--- src/rtl/lcd_bus_reader.sv ---
// HD44780 8-bit bus read master: status reads (optionally polled until BF clears) and data reads.
// Optional BF-poll abort after POLL_MAX busy reads is built when LCD_POLL_TIMEOUT_EN is defined.
module lcd_bus_reader #(
    parameter int unsigned SETUP_CYC   = 4,
    parameter int unsigned EN_HIGH_CYC = 50_000,
    parameter int unsigned EN_LOW_CYC  = 50_000,
    parameter int unsigned POLL_MAX    = 255
) (
    input  logic       clk,
    input  logic       rst,
    input  logic       req,
    input  logic       req_rs,
    input  logic       req_wait,
    input  logic [7:0] lcd_din,
    output logic       bus_own,
    output logic       EN,
    output logic       RW,
    output logic       RS,
    output logic       ready,
    output logic       rd_valid,
    output logic [7:0] rd_data,
    output logic       bf,
    output logic [6:0] addr,
    output logic       timeout
);

    typedef enum logic [2:0] {IDLE, SETUP, EN_HI, EN_LO, DONE} state_t;

    localparam logic [31:0] SETUP_LD = SETUP_CYC - 1;
    localparam logic [31:0] HI_LD    = EN_HIGH_CYC - 1;
    localparam logic [31:0] LO_LD    = EN_LOW_CYC - 1;

    if (SETUP_CYC == 0 || EN_HIGH_CYC == 0 || EN_LOW_CYC == 0 || POLL_MAX == 0) begin : g_param_check
        $error("lcd_bus_reader: all cycle counts and POLL_MAX must be nonzero");
    end

    state_t      state;
    logic [31:0] cnt;
    logic        want_data;
    logic        polling;
    logic [7:0]  last_byte;
`ifdef LCD_POLL_TIMEOUT_EN
    logic [31:0] poll_cnt;
`endif

    always_ff @(posedge clk) begin
        if (!rst) begin
            state     <= IDLE;
            cnt       <= '0;
            want_data <= 1'b0;
            polling   <= 1'b0;
            last_byte <= '0;
            bus_own   <= 1'b0;
            EN        <= 1'b0;
            RW        <= 1'b0;
            RS        <= 1'b0;
            ready     <= 1'b1;
            rd_valid  <= 1'b0;
            rd_data   <= '0;
            bf        <= 1'b0;
            addr      <= '0;
            timeout   <= 1'b0;
`ifdef LCD_POLL_TIMEOUT_EN
            poll_cnt  <= '0;
`endif
        end else begin
            rd_valid <= 1'b0;
            case (state)
                IDLE: begin
                    // First IDLE cycle after DONE releases the bus; req is not accepted until ready=1.
                    if (!ready) begin
                        ready   <= 1'b1;
                        bus_own <= 1'b0;
                        RW      <= 1'b0;
                        RS      <= 1'b0;
                    end else if (req) begin
                        want_data <= req_rs;
                        polling   <= req_wait;
                        RS        <= req_wait ? 1'b0 : req_rs;
                        RW        <= 1'b1;
                        bus_own   <= 1'b1;
                        ready     <= 1'b0;
                        timeout   <= 1'b0;
                        cnt       <= SETUP_LD;
                        state     <= SETUP;
`ifdef LCD_POLL_TIMEOUT_EN
                        poll_cnt  <= '0;
`endif
                    end
                end
                SETUP: begin
                    if (cnt == '0) begin
                        EN    <= 1'b1;
                        cnt   <= HI_LD;
                        state <= EN_HI;
                    end else begin
                        cnt <= cnt - 1;
                    end
                end
                EN_HI: begin
                    if (cnt == '0) begin
                        EN        <= 1'b0;
                        cnt       <= LO_LD;
                        state     <= EN_LO;
                        last_byte <= lcd_din;
                        if (!RS) begin
                            bf   <= lcd_din[7];
                            addr <= lcd_din[6:0];
`ifdef LCD_POLL_TIMEOUT_EN
                            if (polling && lcd_din[7])
                                poll_cnt <= poll_cnt + 1;
`endif
                        end
                    end else begin
                        cnt <= cnt - 1;
                    end
                end
                EN_LO: begin
                    if (cnt == '0) begin
                        if (polling && last_byte[7]) begin
`ifdef LCD_POLL_TIMEOUT_EN
                            if (poll_cnt >= POLL_MAX) begin
                                timeout <= 1'b1;
                                state   <= DONE;
                            end else begin
                                RS    <= 1'b0;
                                cnt   <= SETUP_LD;
                                state <= SETUP;
                            end
`else
                            RS    <= 1'b0;
                            cnt   <= SETUP_LD;
                            state <= SETUP;
`endif
                        end else if (polling && want_data) begin
                            polling <= 1'b0;
                            RS      <= 1'b1;
                            cnt     <= SETUP_LD;
                            state   <= SETUP;
                        end else begin
                            state <= DONE;
                        end
                    end else begin
                        cnt <= cnt - 1;
                    end
                end
                DONE: begin
                    rd_valid <= 1'b1;
                    rd_data  <= last_byte;
                    state    <= IDLE;
                end
                default: state <= IDLE;
            endcase
        end
    end

endmodule

--- config.mk ---
export PLATFORM = sky130hd
export DESIGN_NAME = lcd_bus_reader
export DESIGN_NICKNAME = d
export VERILOG_FILES = /design/src/rtl/lcd_bus_reader.sv
export SDC_FILE = /design/constraint.sdc
export NUM_CORES = 1
export LEC_CHECK = 0
export BUFFER_PORTS_ARGS = -buffer_cell sky130_fd_sc_hd__buf_2
export CAP_MARGIN = 40
export CELL_PAD_IN_SITES_DETAIL_PLACEMENT = 1
export CELL_PAD_IN_SITES_GLOBAL_PLACEMENT = 2
export CORE_ASPECT_RATIO = 1.2
export CORE_MARGIN = 3
export CORE_UTILIZATION = 31
export CTS_BUF_LIST = sky130_fd_sc_hd__clkbuf_4 sky130_fd_sc_hd__clkbuf_8 sky130_fd_sc_hd__clkbuf_16
export DETAILED_ROUTE_END_ITERATION = 12
export GPL_TIMING_DRIVEN = 0
export PLACE_DENSITY_LB_ADDON = 0.1
export REMOVE_ABC_BUFFERS = 1
export SLEW_MARGIN = 30
export SYNTH_ARGS = -nofsm -noshare
export SYNTH_HDL_FRONTEND = slang
export SYNTH_SLANG_ARGS = --single-unit
--- constraint.sdc ---
create_clock -name clk -period 2.91 [get_ports clk]
set_clock_uncertainty 0.15 [all_clocks]
set_input_delay 0 -clock clk [delete_from_list [all_inputs] [get_ports clk]]
set_output_delay 0 -clock clk [all_outputs]
set_load 0.005 [all_outputs]
# Yosys cells after proc, flatten, opt, wreduce, memory -nomap -nowiden
# Cells that the tools add are included.
totals:
  regBits: 66
  latch_bits: 0
  mem_bits_rw: 0
  romBits: 0
  in_bits: 13
  out_inout_bits: 23
  elab_cells: 83
  memories: 0
classes:
  addsub: 1
  mul: 0
  div: 0
  order_cmp: 0
  n_eq_ne: 15
  shifts: 0
  muxes: 36
  bitwise_logic: 1
  reduce_logical: 17
ops:
  columns: ["cell", "count"]
  rows:
  - ["2-to-1 mux 32 bit", 6]
  - ["one-hot mux 32 bit (3 select lines)", 1]
  - ["logical NOT 32 bit", 1]
  - ["subtractor 32 x 1 -> 32 bit (second input constant)", 1]
  - ["2-to-1 mux 3 bit", 7]
  - ["2-to-1 mux 1 bit", 18]
  - ["!= test 2 bit (second input constant)", 8]
  - ["one-hot mux 3 bit (4 select lines)", 1]
  - ["AND reduction 3 bit", 3]
  - ["AND reduction 4 bit", 2]
  - ["== test 3 x 2 -> 1 bit (second input constant)", 2]
  - ["!= test 3 bit (second input constant)", 2]
  - ["one-hot mux 1 bit (2 select lines)", 3]
  - ["AND reduction 6 bit", 1]
  - ["AND reduction 5 bit", 1]
  - ["!= test 4 bit (second input constant)", 1]
  - ["AND reduction 2 bit", 2]
  - ["nonzero test 2 bit", 2]
  - ["== test 3 x 1 -> 1 bit (second input constant)", 1]
  - ["== test 3 bit (second input constant)", 1]
  - ["logical NOT 3 bit", 1]
  - ["nonzero test 3 bit", 1]
  - ["logical AND 1 bit", 2]
  - ["OR reduction 2 bit", 1]
  - ["inverter 1 bit", 1]

# Longest topological paths before layout
logic_depth:
  depth_word: 5
  ltp_mapped: 10
  depth_no_buf: 8

# Worst setup path after synthesis
# Ideal clock, no wire load.
synth_path:
  path_kind: "flip-flop to flip-flop"
  startpoint: "register cnt[17]"
  endpoint: "register addr[3]"
  setup_ns: 0.128
  arrival_time_ns: 2.670
  t_required_ns: 2.632
  slack_ns: -0.037
  stages_incl_launch_ff: 9
  path_buffers: 2
  period_less_slack_ns: 2.947
  path_cell_list: "dfxtp_1 > or4_4 > or4_4 > buf_6 > or3_4 > buf_6 > nor4_4 > mux2i_1 > nor2_1"
synth_between:
  elab_chain_cells: 2
synth_lines:
  columns: ["item", "line_no", "text"]
  rows:
  - ["start: declaration", "38", "logic [31:0] cnt;"]
  - ["start signal: assignment", "97", "cnt <= cnt - 1;"]
  - ["start signal: assignment", "115", "cnt <= cnt - 1;"]
  - ["start signal: assignment", "144", "cnt <= cnt - 1;"]
  - ["logical NOT 32 bit", "101", "if (cnt == '0) begin"]
  - ["AND reduction 3 bit (no source line)", null, null]
  - ["end signal: assignment", "108", "addr <= lcd_din[6:0];"]
  - ["end: declaration", "23", "output logic [6:0] addr,"]
# No other way between the ends.
# A chain may end at the register's enable or synchronous reset.

# Worst setup path after layout
layout_path:
  startpoint: "register cnt[18]"
  endpoint: "register last_byte[1]"
layout_between:
  elab_chain_cells: 2
layout_lines:
  columns: ["item", "line_no", "text"]
  rows:
  - ["logical NOT 32 bit", "101", null]
  - ["AND reduction 2 bit (no source line)", null, null]
  - ["end signal: assignment", "105", "last_byte <= lcd_din;"]
  - ["end: declaration", "41", "logic [7:0] last_byte;"]
# No other way between the ends.

==> out/metrics.csv <==
stage,metric,value,unit
critical_path,worstPathMaxFanout,7,
critical_path,cp.required,2980,ps
clock_network,root_buffer,clkbuf_8,
pwr,pwr-share-clk,0.130,
sta,rsz0062_at_grt,no,
synth,synth_edf_count,0,
placed_design,hpwlAfterDp,5810,um
finish,n_fill_cell,1116,
route,wl,8590,um
finish,syn_to_final_growth,26.4,%
hold_path,holdPathEnd,addr[2],
pwr,peakVddDrop,0.000539,V
sta,finalWorstSetupSlack,153,ps
floorplan,core_area,9270,um^2
clock_network,cts_buffers,9,
clock_network,clk_path_buf_depth,2,
pwr,p_total,5570,uW
synth,yosys_register_bits,66,
sta,finalSetupViolations,0,
placed_design,numPortBuffers,34,
global_route,grt_pass1_wl,14500,um
pwr,swShare,0.466,
run_status,outcome,finished clean,
floorplan,die_area,10900,um^2
hold_path,min_from,lcd_din[2],
critical_path,start_kind,flip-flop,
pwr,p_seq_frac,0.266,
floorplan,ios,36,
floorplan,die_h,114,um
floorplan,start_util,0.325,
clock_network,cts_tree,yes,
synth,synth_cell_types,51,
route,drc,0,
placed_design,gp_congestion,0.807,
finish,drive_gt1_frac,0.213,
critical_path,rr_worst_depth,7,
sta,fin_crit_sh,0.947,
sta,holdWs,286,ps
clock_network,worstSkewPairLatency,350,ps
pwr,power_density,1460,nW/um^2
pwr,p_comb_frac,0.603,
clock_network,cts.reportedPaths.clkPinSlew,70,ps
synth,ys_warn_count,0,
global_route,grt_pass1_vias,2928,
route,viasPerCell,5.11,
placed_design,pre_cts_ws,-449,ps
sta,slew_headroom,0.567,
hold_path,whs_path_depth,4,
synth,synth_seq_area_share,0.439,
sta,fmax,363,MHz
clock_network,htree_levels,3,
global_route,grt_use_total,0.171,
hold_path,hp-class,input port to flip-flop,
route,vias,2705,
route,firstDrtPassIters,4,
synth,syn_area_per_cell,8.60,um^2
sta,finalMaxSlewViolations,0,
critical_path,rrSetupSlack,150,ps
global_route,grt_start_max_net_pins,35,
sta,tightestPinTransition,646,ps
synth,synthesis.area,3010,um^2
synth,async_flop_share,0,
critical_path,cp.arrival,2830,ps
floorplan,die_w,96.0,um
global_route,grt_overflow,0,
pwr,p_int,2970,uW
pwr,p_switching,2590,uW
floorplan,rows,38,
finish,nets,419,
run,cap_violations,0,
synth,netlist_instances,350,
route,wl_per_cell,16.2,um
synth,ys.flop_type,dfxtp_1,
critical_path,rr_startpoint,cnt[18],
global_route,antenna_found_initial,0,
critical_path,r2r-end,last_byte[1],
sta,period_minus_slack,2760,ps
clock_network,cts_sinks,66,
finish,diodes,0,
finish,utilization,0.411,
route,first_iter_violations,60,
critical_path,end_kind,flip-flop,
critical_path,setup.worst_path.class,flip-flop to flip-flop,
sta,finalHoldViolCount,0,
route,antenna_left,0,
pwr,leakagePower,0.00146,uW
## power groups by stage
stage          sequential, uW  combinational (uW)  clock (uW)
6_report                 1480                3360         726
5_1_grt                  1530                3670         798
4_1_cts                  1460                3130         757
3_5_place_dp             1460                2620           0
3_3_place_gp             1450                2500           0
2_1_floorplan            1380                1930           0
## metal layers
layer,wire length [um],up-vias,part of all wire,GRT usage
met5,0,-,0,0
met4,189,0,0.022,0.0816
met3,274,14,0.032,0.0343
met2,4370,43,0.51,0.297
met1,3760,1299,0.44,0.199
li1,-,1349,-,-
## registers in the layout (all words and copies together) (netlist names), 3 cells and up
register   count
cnt           32
addr           7
state          3
rd_data        8
last_byte      8
## cells by family after synthesis
logic type	Yosys count	synth area share
AOI/OAI and AO/OA	55	0.116
xor gates and xnor gates	21	0.0611
adders and majority gates	2	0.00831
buffers and inverters	21	0.0341
DFF	66	0.439
muxes	18	0.0598
other	1	0.00125
and+or+nand+nor	166	0.281
## synth_stat cells (2+ instances only)
| library cell | n | area [um^2] |
|---|---|---|
| nand4_1 | 3 | 18.8 |
| nor4_1 | 17 | 106 |
| or4_1 | 3 | 22.5 |
| nor2_1 | 51 | 191 |
| xnor2_1 | 19 | 166 |
| a21oi_1 | 16 | 80.1 |
| buf_6 | 2 | 22.5 |
| nand2b_1 | 5 | 31.3 |
| or3_1 | 5 | 31.3 |
| o21ai_0 | 14 | 70.1 |
| mux2i_1 | 18 | 180 |
| nor3b_1 | 2 | 15.0 |
| nand3b_1 | 4 | 30.0 |
| dfxtp_1 | 66 | 1320 |
| and2_1 | 2 | 12.5 |
| a22o_1 | 3 | 26.3 |
| or4_4 | 2 | 22.5 |
| nand2_1 | 35 | 131 |
| a31oi_1 | 3 | 18.8 |
| nor4b_1 | 2 | 17.5 |
| clkbuf_1 | 13 | 48.8 |
| nor3_1 | 19 | 95.1 |
| xor2_1 | 2 | 17.5 |
| buf_4 | 2 | 15.0 |
| inv_1 | 2 | 7.51 |
| a21o_1 | 5 | 37.5 |
| ha_1 | 2 | 25.0 |
| a211oi_1 | 3 | 22.5 |
| nand3_1 | 8 | 40.0 |
## final cells by class
| cell class | count | area, um^2 | share of cell area |
|---|---|---|---|
| Clock buffer | 12 | 159 | 0.0417 |
| Tap cell | 120 | 150 | 0.0394 |
| Inverter | 3 | 12.5 | 0.00329 |
| Clock inverter | 4 | 26.3 | 0.00690 |
| Multi-Input combinational cell | 263 | 1690 | 0.445 |
| Sequential cell | 66 | 1330 | 0.349 |
| Timing Repair Buffer | 61 | 438 | 0.115 |
## worst max-delay path by stage
stage | startpoint | end | slack, ps | cells past startpoint
2_1_floorplan | cnt[17] | cnt[10] | -790 | 6
3_3_place_gp | cnt[17] | cnt[28] | -2360 | 6
3_5_place_dp | cnt[4] | cnt[8] | -450 | 6
4_1_cts | cnt[18] | addr[3] | 4 | 7
5_1_grt | cnt[18] | last_byte[1] | 30 | 7
6_report | cnt[18] | last_byte[1] | 150 | 7
## through the flow
stage               setup TNS (ps)  instance area (um^2)  std cells
floorplan                   -18790                  2920        332
global placement            -67170                  3240        486
detailed placement          -14270                  3290        489
CTS                              0                  3730        527
global route                     0                  3810        529
finish                           0                  3810        529
## timing repair
item,in CTS,in global routing
pin swaps,6,3
cloned,0,0
gates resized for setup,10,9
setup buffers,9,2
endpoints found under the hold margin,31,0
setup endpoints to repair,50,40
hold buffers,13,0
## critical path, cell delays in order (launching register included)
cell	delay [ps]
dfxtp_2	340
or4_4	530
or4_4	520
or3_4	440
nor3_4	180
buf_4	190
mux2i_1	210
nor2_1	50
## cells in the final DEF (no fill, tap or decap), types with 12 or more instances in the layout
cell / count
mux2i_1: 18
xnor2_1: 19
o21ai_0: 12
buf_2: 34
dlygate4sd3_1: 13
nor4_1: 15
nor2_1: 51
nor3_1: 15
a21oi_1: 16
dfxtp_1: 63
nand2_1: 35
No activity file was read; power rests on OpenSTA's default activity.
